<file path="src/rtl/word_reduce16_pkg.sv">
// Shared types and constants for the word_reduce16 streaming reduction stage.
// Holds the reduction op codes and the FSM state encoding.
package word_reduce16_pkg;

  localparam logic [1:0] OP_OR  = 2'b00;
  localparam logic [1:0] OP_AND = 2'b01;
  localparam logic [1:0] OP_XOR = 2'b10;

  typedef enum logic [1:0] {
    ST_IDLE = 2'd0,
    ST_ACC  = 2'd1,
    ST_HOLD = 2'd2
  } state_e;

endpackage

</file>
<file path="src/rtl/word_reduce16_op.sv">
// Combinational bitwise combine of two words: OR, AND or XOR.
// Select code 11 folds onto OR.
module word_op16
  import word_reduce16_pkg::*;
#(
  parameter int WIDTH = 16
) (
  input  logic [WIDTH-1:0] a_i,
  input  logic [WIDTH-1:0] b_i,
  input  logic [1:0]       op_i,
  output logic [WIDTH-1:0] y_o
);

  genvar gi;
  generate
    for (gi = 0; gi < WIDTH; gi++) begin : g_bit
      assign y_o[gi] = (op_i == OP_AND) ? (a_i[gi] & b_i[gi]) :
                       (op_i == OP_XOR) ? (a_i[gi] ^ b_i[gi]) :
                                          (a_i[gi] | b_i[gi]);
    end
  endgenerate

endmodule

</file>
<file path="src/rtl/word_reduce16.sv">
// Streaming packet reduction: folds valid/ready words with OR/AND/XOR and presents
// one result with zero flag, saturating word count and overflow flag.
module word_reduce16
  import word_reduce16_pkg::*;
#(
  parameter int WIDTH = 16,
  parameter int CNT_W = 8
) (
  input  logic             clk,
  input  logic             rst_n,
  input  logic             in_valid,
  output logic             in_ready,
  input  logic [WIDTH-1:0] in_data,
  input  logic             in_last,
  input  logic [1:0]       in_op,
  output logic             out_valid,
  input  logic             out_ready,
  output logic [WIDTH-1:0] out_data,
  output logic             out_zero,
  output logic [CNT_W-1:0] out_count,
  output logic             out_ovf
);

  localparam logic [CNT_W-1:0] CNT_MAX = '1;

  state_e           state_q;
  logic [WIDTH-1:0] acc_q, acc_d, op_res;
  logic [CNT_W-1:0] count_q, count_d;
  logic             ovf_q, ovf_d;
  logic [1:0]       op_q;
  logic [WIDTH-1:0] out_data_q;
  logic             out_zero_q;
  logic [CNT_W-1:0] out_count_q;
  logic             out_ovf_q;
  logic             accept;

  assign in_ready  = (state_q != ST_HOLD);
  assign out_valid = (state_q == ST_HOLD);
  assign accept    = in_valid & in_ready;

  assign out_data  = out_data_q;
  assign out_zero  = out_zero_q;
  assign out_count = out_count_q;
  assign out_ovf   = out_ovf_q;

  word_op16 #(.WIDTH(WIDTH)) u_op (
    .a_i  (acc_q),
    .b_i  (in_data),
    .op_i (op_q),
    .y_o  (op_res)
  );

  // Value the accumulator takes if the current word is accepted; the output
  // registers capture this same value when the last word lands.
  always_comb begin
    acc_d   = op_res;
    count_d = count_q;
    ovf_d   = ovf_q;
    if (state_q == ST_IDLE) begin
      acc_d   = in_data;
      count_d = CNT_W'(1);
      ovf_d   = 1'b0;
    end else if (count_q == CNT_MAX) begin
      ovf_d   = 1'b1;
    end else begin
      count_d = count_q + CNT_W'(1);
    end
  end

  always_ff @(posedge clk or negedge rst_n) begin
    if (!rst_n) begin
      state_q     <= ST_IDLE;
      acc_q       <= '0;
      count_q     <= '0;
      ovf_q       <= 1'b0;
      op_q        <= OP_OR;
      out_data_q  <= '0;
      out_zero_q  <= 1'b0;
      out_count_q <= '0;
      out_ovf_q   <= 1'b0;
    end else begin
      case (state_q)
        ST_IDLE, ST_ACC: begin
          if (accept) begin
            acc_q   <= acc_d;
            count_q <= count_d;
            ovf_q   <= ovf_d;
            if (state_q == ST_IDLE) op_q <= in_op;
            if (in_last) begin
              state_q     <= ST_HOLD;
              out_data_q  <= acc_d;
              out_zero_q  <= (acc_d == '0);
              out_count_q <= count_d;
              out_ovf_q   <= ovf_d;
            end else begin
              state_q <= ST_ACC;
            end
          end
        end
        ST_HOLD: begin
          if (out_ready) state_q <= ST_IDLE;
        end
        default: state_q <= ST_IDLE;
      endcase
    end
  end

endmodule

</file>
<file path="config.mk">
export PLATFORM = sky130hd
export DESIGN_NAME = word_reduce16
export DESIGN_NICKNAME = d
export VERILOG_FILES = /design/src/rtl/word_reduce16_pkg.sv /design/src/rtl/word_reduce16_op.sv /design/src/rtl/word_reduce16.sv
export SDC_FILE = /design/constraint.sdc
export NUM_CORES = 1
export LEC_CHECK = 0
export BUFFER_PORTS_ARGS = -buffer_cell sky130_fd_sc_hd__buf_2
export CAP_MARGIN = 5
export CORE_ASPECT_RATIO = 1.75
export CORE_MARGIN = 2
export CORE_UTILIZATION = 43
export CTS_CLUSTER_DIAMETER = 80
export DETAILED_ROUTE_END_ITERATION = 10
export SLEW_MARGIN = 0
export SYNTH_ARGS = -nofsm -noshare
export SYNTH_HDL_FRONTEND = slang
export SYNTH_SLANG_ARGS = --single-unit
</file>
<file path="constraint.sdc">
create_clock -name clk -period 4.77 [get_ports clk]
set_clock_uncertainty 0.2 [all_clocks]
set_input_delay 0.954 -clock clk [delete_from_list [all_inputs] [get_ports clk]]
set_output_delay 0.954 -clock clk [all_outputs]
set_load 0.005 [all_outputs]
</file>
==> impl_metrics.json <==
{
  "vdd_drop_max_uv": 359,
  "p_leak_nw": 1.94,
  "antenna_found_initial": 0,
  "crit_family": "flip-flops",
  "async_flop_share_pct": 100,
  "power_mw": 1.87,
  "post_cts_buffers": 0,
  "ys_types": 52,
  "vias": 2776,
  "synth_fp_nets": 444,
  "area_growth_pct": 14.1,
  "slew_headroom_pct": 33.9,
  "cpMaxStageDelayCell": "dfrtp_1",
  "port_buffers": 50,
  "final_core_utilization_pct": 49.8,
  "cts-root-buf": "clkbuf_16",
  "drive_gt1_share_pct": 17.7,
  "tritoncts": "built",
  "fin_tns_setup_ns": 0,
  "globalplace.congestion": 0.776,
  "tightest_slew_ns": 0.992,
  "yosysSeqAreaShare_pct": 40.4,
  "placedInstanceArea_sq_mm": 0.00370,
  "final_area_sq_mm": 0.00389,
  "netlist_instances": 388,
  "diodes": 0,
  "drc": 0,
  "synth_area_sq_mm": 0.00341,
  "cts_hold_buf": 0,
  "cts_resized": 0,
  "synth-main-ff-cell": "dfrtp_1",
  "dr.pass1.iters": 4,
  "dieHeight_microns": 122,
  "ys_ff_latch": 55,
  "crit_path_end_kind": "flop",
  "clockBufferDepth": 2,
  "num-fill-cells": 738,
  "powerDensity_mw_per_mm2": 480,
  "final_antenna_net_count": 0,
  "critPathKind": "flop to flop",
  "start_kind": "flop",
  "holdCritPathClass": "flop to flop",
  "clk_pin_slew_ns": 0.07,
  "hold_violations": 0,
  "grt_pass1_wl_microns": 13400,
  "worst_skew_pair.late_latency_ns": 0.29,
  "setup_viol": 0,
  "hpwl_microns": 5860,
  "track_usage_pct": 19.7,
  "fp.dieW_microns": 71.3,
  "outcome": "finished, final reports clean",
  "max_cap_violations": 0,
  "cp_cell_sequence": "nor2b_1, nor2_1, a221oi_1, a21oi_1, and4_1, a41o_1",
  "register_area_sq_mm": 0.00138,
  "required_ns": 4.75,
  "drt_iter0_drc": 133,
  "timing.final.crit_share_pct": 60.6,
  "io_pins": 51,
  "final_nets": 484,
  "synth_edf_count": 0,
  "critPathBufInv": 0,
  "cp_max_fo": 26,
  "start_util_pct": 43.7,
  "mostFrequentLayoutCells": "o21ai_0, nand2_1, dfrtp_1, buf_2, inv_1",
  "grt_overflow_total": 0,
  "die_area_sq_mm": 0.00868,
  "ys_warn_count": 0,
  "rsz0062_at_grt": "false",
  "htree_levels": 2,
  "cts_sinks": 55,
  "slowest_delay_ns": 0.99,
  "route.detailed.wl_per_inst_microns": 15.2,
  "drt-total-wl_microns": 7880,
  "fmax_ghz": 0.346,
  "maxSlewViolCount": 0,
  "cp_data_arrival_time_ns": 2.87,
  "first_global_vias": 2802,
  "postSynthAreaPerCell_sq_um": 8.78,
  "final_common_cell": "o21ai_0",
  "rows": 43,
  "cts_buffers": 5,
  "multi_input_area_sq_mm": 0.00177,
  "grt_max_degree": 56,
  "layout_min_cycle_time_ns": 2.89,
  "via_per_inst": 5.35,
  "core_area_sq_mm": 0.00780
}
## routing by layer
metal / vias to the layer above / part of all wire [%] / global-route usage [%]
met3: 8 / 2.9 / 3.14
met2: 42 / 55 / 36.4
li1: 1398 / - / -
met1: 1328 / 41 / 22.5
met4: 0 / 1.6 / 6.49
met5: - / 0 / 0
## worst reg2reg max path: cells and delay by family (launching register included)
family	cells	cell delay (ns)
AOI/OAI and AO/OA	3	0.69
DFF	1	0.99
and+or+nand+nor	3	0.89
## worst paths after layout
kind	slack, ns	from	end	cells past startpoint
max in group asynchronous	3.31	rst_n	acc_q[7]	2
hold reg to reg	0.27	out_data[5]	out_data[5]	2
setup / recovery	1.88	op_q[0]	out_zero	6
setup reg to reg	1.88	op_q[0]	out_zero	6
hold / removal	0.27	out_data[5]	out_data[5]	2
min in group asynchronous	0.59	rst_n	acc_q[8]	2
## layout make-up
class                           count  share of cell area [%]
Inverter                           39                    3.77
Tap cell                           90                    2.90
Timing Repair Buffer               55                    7.41
Sequential cell                    55                    35.4
Clock buffer                        6                    3.32
Clock inverter                      2                    1.55
Multi-Input combinational cell    272                    45.7
## power by group
part	total, mW	internal [mW]	switching [mW]	leakage, nW
Clock	0.464	0.301	0.162	0.0911
Sequential	0.726	0.596	0.130	0.697
Combinational	0.677	0.293	0.384	1.16
## per-stage QoR
step	setup slack (ns)	hold slack, ns	std cells
global route	1.70	0.300	519
detailed placement	1.69	0.268	511
global placement	1.78	0.269	511
floorplan	2.21	0.257	388
finish	1.88	0.274	519
CTS	1.81	0.284	519
## Yosys cell counts, types with 2 or more instances
cell type  instances  area share, %
o21ai_0           58            8.5
nand2_1           57            6.3
dfrtp_1           55             40
inv_1             39            4.3
ha_1              33             12
nor2_1            21            2.3
a21oi_1           15            2.2
clkbuf_1          15            1.7
nor2b_1            9            1.7
a211oi_1           7            1.5
mux2i_1            6            1.8
nor3_1             5           0.73
mux2_2             4            1.3
nand4_1            4           0.73
o31ai_1            4           0.88
a21o_1             3           0.66
a221oi_1           3           0.77
a22o_1             3           0.77
buf_2              3           0.44
o211ai_1           3           0.66
a31oi_1            2           0.37
and2_1             2           0.37
and2b_1            2           0.44
and3_1             2           0.37
buf_6              2           0.66
nand3_1            2           0.29
o22ai_1            2           0.37
or2_2              2           0.37
xnor2_1            2           0.51
## cells by family (layout without fill, tap and decap cells)
family	after synthesis	count (layout)	synth area share (%)
AO/OA/AOI/OAI	112	112	20.3
flip-flops	55	55	40.4
AND/OR/NAND/NOR	113	113	15.3
XOR/XNOR	4	4	1.25
multiplexers	10	10	3.09
buffers and inverters	61	102	7.49
adder cells (fa/ha/maj)	33	33	12.1
## flip-flops by register name, indices dropped and copies added (netlist names)
register and count:
out_zero 1, out_data 16, state_q 2, acc_q 16, op_q 2, count_q 8, out_count 8, ovf_q 1
out_ovf 1
(Power assumes the default switching activity.)
